**src/rtl/jh_power_pkg.sv**
```systemverilog
// Shared types and constants for the jh_power PWM power stage.
package jh_power_pkg;

    localparam int unsigned LEVEL_W = 6;
    localparam int unsigned SLOTS   = 63;
    localparam logic [LEVEL_W-1:0] DEFAULT_CAP = 6'd31;

    typedef enum logic [1:0] {
        ST_IDLE  = 2'd0,
        ST_RAMP  = 2'd1,
        ST_RUN   = 2'd2,
        ST_FAULT = 2'd3
    } state_e;

    // Requested level limited to the active ceiling.
    function automatic logic [LEVEL_W-1:0] clamp_level(input logic [LEVEL_W-1:0] lvl,
                                                       input logic [LEVEL_W-1:0] cap);
        return (lvl < cap) ? lvl : cap;
    endfunction

endpackage

```
**src/rtl/jh_pwm_timebase.sv**
```systemverilog
// Prescaler plus 63-slot counter; one PWM period is SLOTS*PRESCALE cycles.
module jh_pwm_timebase
    import jh_power_pkg::*;
#(
    parameter int unsigned PRESCALE = 16
) (
    input  logic               clock,
    input  logic               reset,
    input  logic               run,
    output logic [LEVEL_W-1:0] slot,
    output logic               period_end
);

    localparam int unsigned PRE_W = (PRESCALE > 1) ? $clog2(PRESCALE) : 1;
    localparam logic [PRE_W-1:0]   PRE_LAST  = PRE_W'(PRESCALE - 1);
    localparam logic [LEVEL_W-1:0] SLOT_LAST = LEVEL_W'(SLOTS - 1);

    logic [PRE_W-1:0]   pre_q, pre_d;
    logic [LEVEL_W-1:0] slot_q, slot_d;
    logic               pre_wrap;

    assign pre_wrap = (pre_q == PRE_LAST);

    always_comb begin
        pre_d  = pre_q;
        slot_d = slot_q;
        if (!run) begin
            pre_d  = '0;
            slot_d = '0;
        end else if (pre_wrap) begin
            pre_d  = '0;
            slot_d = (slot_q == SLOT_LAST) ? '0 : slot_q + 6'd1;
        end else begin
            pre_d  = pre_q + 1'b1;
        end
    end

    always_ff @(posedge clock) begin
        if (reset) begin
            pre_q  <= '0;
            slot_q <= '0;
        end else begin
            pre_q  <= pre_d;
            slot_q <= slot_d;
        end
    end

    assign slot       = slot_q;
    assign period_end = pre_wrap && (slot_q == SLOT_LAST);

endmodule

```
**src/rtl/jh_power_pwm.sv**
```systemverilog
// Slot-based PWM power stage with soft-start ramp, level clamp and sticky fault lockout.
module jh_power_pwm
    import jh_power_pkg::*;
#(
    parameter int unsigned PRESCALE  = 16,
    parameter int unsigned RAMP_STEP = 1
) (
    input  logic               clock,
    input  logic               reset,
    input  logic               enable,
    input  logic [LEVEL_W-1:0] i_level,
    input  logic [LEVEL_W-1:0] max_power,
    input  logic               power_unlock,
    input  logic               i_fault,
    output logic               o_drive,
    output logic               o_period_done,
    output logic [LEVEL_W-1:0] o_active_level,
    output logic [1:0]         o_state
);

    localparam int unsigned SUM_W = LEVEL_W + 1;

    state_e             state_q, state_d;
    logic [LEVEL_W-1:0] active_q, active_d;
    logic               drive_q, drive_d;
    logic [LEVEL_W-1:0] slot;
    logic               period_end;
    logic               run;
    logic               running_q, running_d;
    logic               keep_running;
    logic [LEVEL_W-1:0] cap, target;
    logic [SUM_W-1:0]   ramp_sum;
    logic               ramp_done;

    assign cap       = power_unlock ? max_power : DEFAULT_CAP;
    assign target    = clamp_level(i_level, cap);
    assign ramp_sum  = {1'b0, active_q} + SUM_W'(RAMP_STEP);
    assign ramp_done = ({1'b0, target} <= ramp_sum);

    assign running_q    = (state_q == ST_RAMP) || (state_q == ST_RUN);
    assign running_d    = (state_d == ST_RAMP) || (state_d == ST_RUN);
    assign keep_running = running_q && enable && !i_fault;
    // Counters start from 0 on the first RAMP cycle and clear on the edge that leaves RAMP/RUN.
    assign run          = running_q && running_d;

    jh_pwm_timebase #(
        .PRESCALE (PRESCALE)
    ) u_timebase (
        .clock      (clock),
        .reset      (reset),
        .run        (run),
        .slot       (slot),
        .period_end (period_end)
    );

    always_ff @(posedge clock) begin
        if (reset) state_q <= ST_IDLE;
        else       state_q <= state_d;
    end

    // Priority: fault, then enable drop, then the period-end update.
    always_comb begin
        state_d = state_q;
        case (state_q)
            ST_IDLE:  if (enable && !i_fault) state_d = ST_RAMP;
            ST_RAMP,
            ST_RUN: begin
                if (i_fault)      state_d = ST_FAULT;
                else if (!enable) state_d = ST_IDLE;
                else if (period_end && (state_q == ST_RAMP) && ramp_done) state_d = ST_RUN;
            end
            ST_FAULT: if (!enable) state_d = ST_IDLE;
            default:  state_d = ST_IDLE;
        endcase
    end

    always_comb begin
        active_d = '0;
        drive_d  = 1'b0;
        if (keep_running) begin
            drive_d  = (slot < active_q);
            active_d = active_q;
            if (period_end) begin
                active_d = ((state_q == ST_RAMP) && !ramp_done) ? ramp_sum[LEVEL_W-1:0] : target;
            end
        end
    end

    always_ff @(posedge clock) begin
        if (reset) begin
            active_q <= '0;
            drive_q  <= 1'b0;
        end else begin
            active_q <= active_d;
            drive_q  <= drive_d;
        end
    end

    assign o_drive        = drive_q;
    assign o_active_level = active_q;
    assign o_state        = state_q;
    assign o_period_done  = keep_running && period_end && !reset;

endmodule

```
**config.mk**
```make
export PLATFORM = sky130hd
export DESIGN_NAME = jh_power_pwm
export DESIGN_NICKNAME = d
export VERILOG_FILES = /design/src/rtl/jh_power_pkg.sv /design/src/rtl/jh_pwm_timebase.sv /design/src/rtl/jh_power_pwm.sv
export SDC_FILE = /design/constraint.sdc
export NUM_CORES = 1
export LEC_CHECK = 0
export ABC_AREA = 0
export CORE_MARGIN = 4
export CORE_UTILIZATION = 30
export DETAILED_ROUTE_END_ITERATION = 8
export PLACE_DENSITY_LB_ADDON = 0.12
export SETUP_SLACK_MARGIN = 0.4
export SYNTH_ARGS = -nofsm -noshare
export SYNTH_HDL_FRONTEND = slang
export SYNTH_HIERARCHICAL = 1
export SYNTH_SLANG_ARGS = --single-unit
```
**constraint.sdc**
```tcl
create_clock -name clock -period 4.6 [get_ports clock]
set_input_delay 0.69 -clock clock [delete_from_list [all_inputs] [get_ports clock]]
set_output_delay 0.69 -clock clock [all_outputs]
set_load 0.005 [all_outputs]
```
==> impl_metrics.yaml <==
clock_network:
  cts.sinks: 19
  clk_latency_ns: 0.26
  cts_hold_buf: 0
  cts_tree: "built"
  clk_pin_slew_ns: 0.08
  root_buffer: "clkbuf_8"
  htree_levels: 1
  cts_buffer_depth: 2
  numCtsBuffers: 3
synth:
  yosysTopAreaCell: "dfxtp_1"
  async_flop_share_pct: 0
  yosys_warnings: 6
  syn_inst: 195
  synth_seq_cells: 19
  synth_top_area_share_pct: 23.82
  synth.distinct_cells: 52
  synth.area.top_cells: "dfxtp_1, ha_1, nor2_1"
  ys.flop_type: "dfxtp_1"
  synth.cell_area_um2: 1597
  postSynthAreaPerCell_um2: 8.187
  ys_seq_area_share_pct: 23.82
  synth_edf_count: 0
  synthTopCellsByCount: "ha_1, dfxtp_1, nor2_1"
  synth_nets: 233
  synth_most_common_cell: "ha_1"
setup_path:
  crit_required_ns: 4.79
  endpoint_kind: "register"
  path_class: "in -> reg"
  start_kind: "input port"
  cp_max_fo: 10
  cp_data_arrival_time_ns: 4.18
sta:
  setup_tns_ns: 0
  min_period_ns: 3.996
  rsz0062_at_grt: "no"
  max_freq_mhz: 250.3
  finClkSkew_ns: 0.005222
  final-setup-viol-count: 0
  worstMarginPinSlew_ns: 0.6002
  layout_worst_path_cycle_share_pct: 86.86
  drv_slew: 0
  hold_violations: 0
  timing.slew.headroom_pct: 59.84
place:
  gp_congestion: 0.7937
  portBuffers: 26
  hpwlAfterDp_um: 3023
routing:
  drc_errors: 0
  detail-route-antenna-nets: 0
  viasPerCell: 4.929
  drtIter0Drc: 49
  postRouteWirelength_um: 3917
  first_pass_iters: 4
  wl_per_cell_um: 13.32
  via_count: 1449
power:
  p_seq_share_pct: 44.3
  ir_drop_mv: 0.09851
  switching_share_pct: 27.46
  p_sw_uw: 104.3
  intPower_uw: 275.4
  combPwrFrac_pct: 24.7
  pwr-share-clk_pct: 31.0
  p_leak_nw: 0.7889
  powerDensity_nw_per_um2: 185.9
finish:
  antenna_cells: 0
  drive_gt1_share_pct: 11.61
  syn_to_final_growth_pct: 27.90
  final_nets: 263
  utilization_pct: 39.73
die:
  core_um2: 5140
  die_w_um: 80.95
  die_area_um2: 6553
  start_util_pct: 31.06
  io_pins: 27
  die_y_um: 80.95
  num_rows: 26
global_routing:
  overflow: 0
  antenna_found_initial: 0
  grt_first_pass_wirelength_um: 6713
  grt_pass1_vias: 1433
  track_usage_pct: 12.87
  grt_max_degree: 12
status:
  status: "finished clean"
worst_hold_path:
  hold_class: "reg -> reg"
flow_run:
  cap_viol_max_count: 0
power groups by stage:
| stage | Combinational, mW | Clock (mW) | Sequential, mW |
|---|---|---|---|
| floorplan | 0.0539 | 0 | 0.172 |
| global placement | 0.0888 | 0 | 0.172 |
| detailed placement | 0.0868 | 0 | 0.172 |
| CTS | 0.0881 | 0.125 | 0.168 |
| global route | 0.104 | 0.132 | 0.169 |
| finish | 0.0938 | 0.118 | 0.168 |
final cells by class:
class | instances | area, um2
fillers | 557 | 3098
repair buffers | 30 | 290.3
clock inverters | 1 | 5.005
inverters | 17 | 63.81
clock buffers | 3 | 41.29
flip-flops and latches | 19 | 380.4
well taps | 70 | 87.58
multi-input cells | 154 | 1174
path summary, 6_finish.rpt:
check	start	to	slack [ns]	depth (start not counted)
setup reg to reg	u_timebase/slot[0]	u_timebase/slot[3]	1.57	14
hold reg to reg	u_timebase/pre_q[0]	u_timebase/pre_q[0]	0.49	1
hold / removal	u_timebase/pre_q[0]	u_timebase/pre_q[0]	0.49	1
setup / recovery	power_unlock	u_timebase/slot[3]	0.60	19
repair_timing:
item / 4_1_cts / 5_1_grt
pin swaps: 0 / 1
resized for setup: 1 / 10
endpoints found under the setup margin: 1 / 10
setup buffers: 0 / 0
cell families (layout without fill, tap and decap cells):
kind of cell | after synthesis | after routing | share of synthesized area [%]
flops | 19 | 19 | 23.82
buf+inv | 22 | 51 | 5.250
simple gates | 65 | 65 | 22.34
compound gates | 55 | 55 | 24.37
mux | 7 | 7 | 4.467
fa+ha+maj | 21 | 21 | 16.46
xor+xnor | 6 | 6 | 3.292
per-stage QoR:
stage	setup slack, ns	hold WS (ns)	total power [mW]	instances	cell area, um2
6_report	0.6043	0.4915	0.3797	294	2042
5_1_grt	0.3882	0.5104	0.4041	294	2042
4_1_cts	0.4620	0.4962	0.3817	294	2003
3_5_place_dp	0.09031	0.4863	0.2589	290	1954
3_3_place_gp	0.1307	0.4807	0.2609	290	1954
2_1_floorplan	0.7506	0.4530	0.2256	195	1597
routing by layer:
layer  global-route usage, %  share of wire, %  vias to the layer above
li1                        -                 -                      765
met1                   18.26                52                      656
met2                   20.03                43                       26
met3                   3.104               4.6                        2
met4                   2.027              0.36                        0
met5                       0                 0                        -
layout by cell type, fill, tap and decap left out, types with 3 or more instances in the layout:
| master | count |
|---|---|
| buf_4 | 4 |
| nor2_1 | 19 |
| a31oi_1 | 3 |
| a21oi_1 | 11 |
| nand2_1 | 6 |
| o31ai_1 | 4 |
| clkdlybuf4s50_1 | 26 |
| nor2b_1 | 3 |
| mux2i_1 | 5 |
| dfxtp_1 | 19 |
| nand2b_1 | 3 |
| clkbuf_8 | 3 |
| and3_1 | 3 |
| nor3_1 | 4 |
| o21ai_0 | 6 |
| a21o_1 | 5 |
| nand3_1 | 9 |
| xnor2_1 | 6 |
| ha_1 | 21 |
| inv_1 | 17 |
critical path, cell delays in order:
cell and delay (ns):
clkdlybuf4s50_1 0.47, nor2b_2 0.16, ha_1 0.24, nor2_1 0.21, a221oi_2 0.10, o21ai_2 0.19, a21oi_4 0.07, buf_4 0.16
mux2i_1 0.14, ha_1 0.33, nand3_1 0.12, o22a_1 0.26, o22ai_2 0.20, o21ai_1 0.12, xnor2_1 0.17, and2_4 0.17
nand2b_4 0.10, o21bai_1 0.17, a21oi_1 0.11
registers in the layout, indices dropped and copies added (netlist names):
name and flops:
o_active_level 6, u_timebase/slot 6, u_timebase/pre_q 4, o_state 2, o_drive 1
No activity file was read; power rests on OpenSTA's default activity.
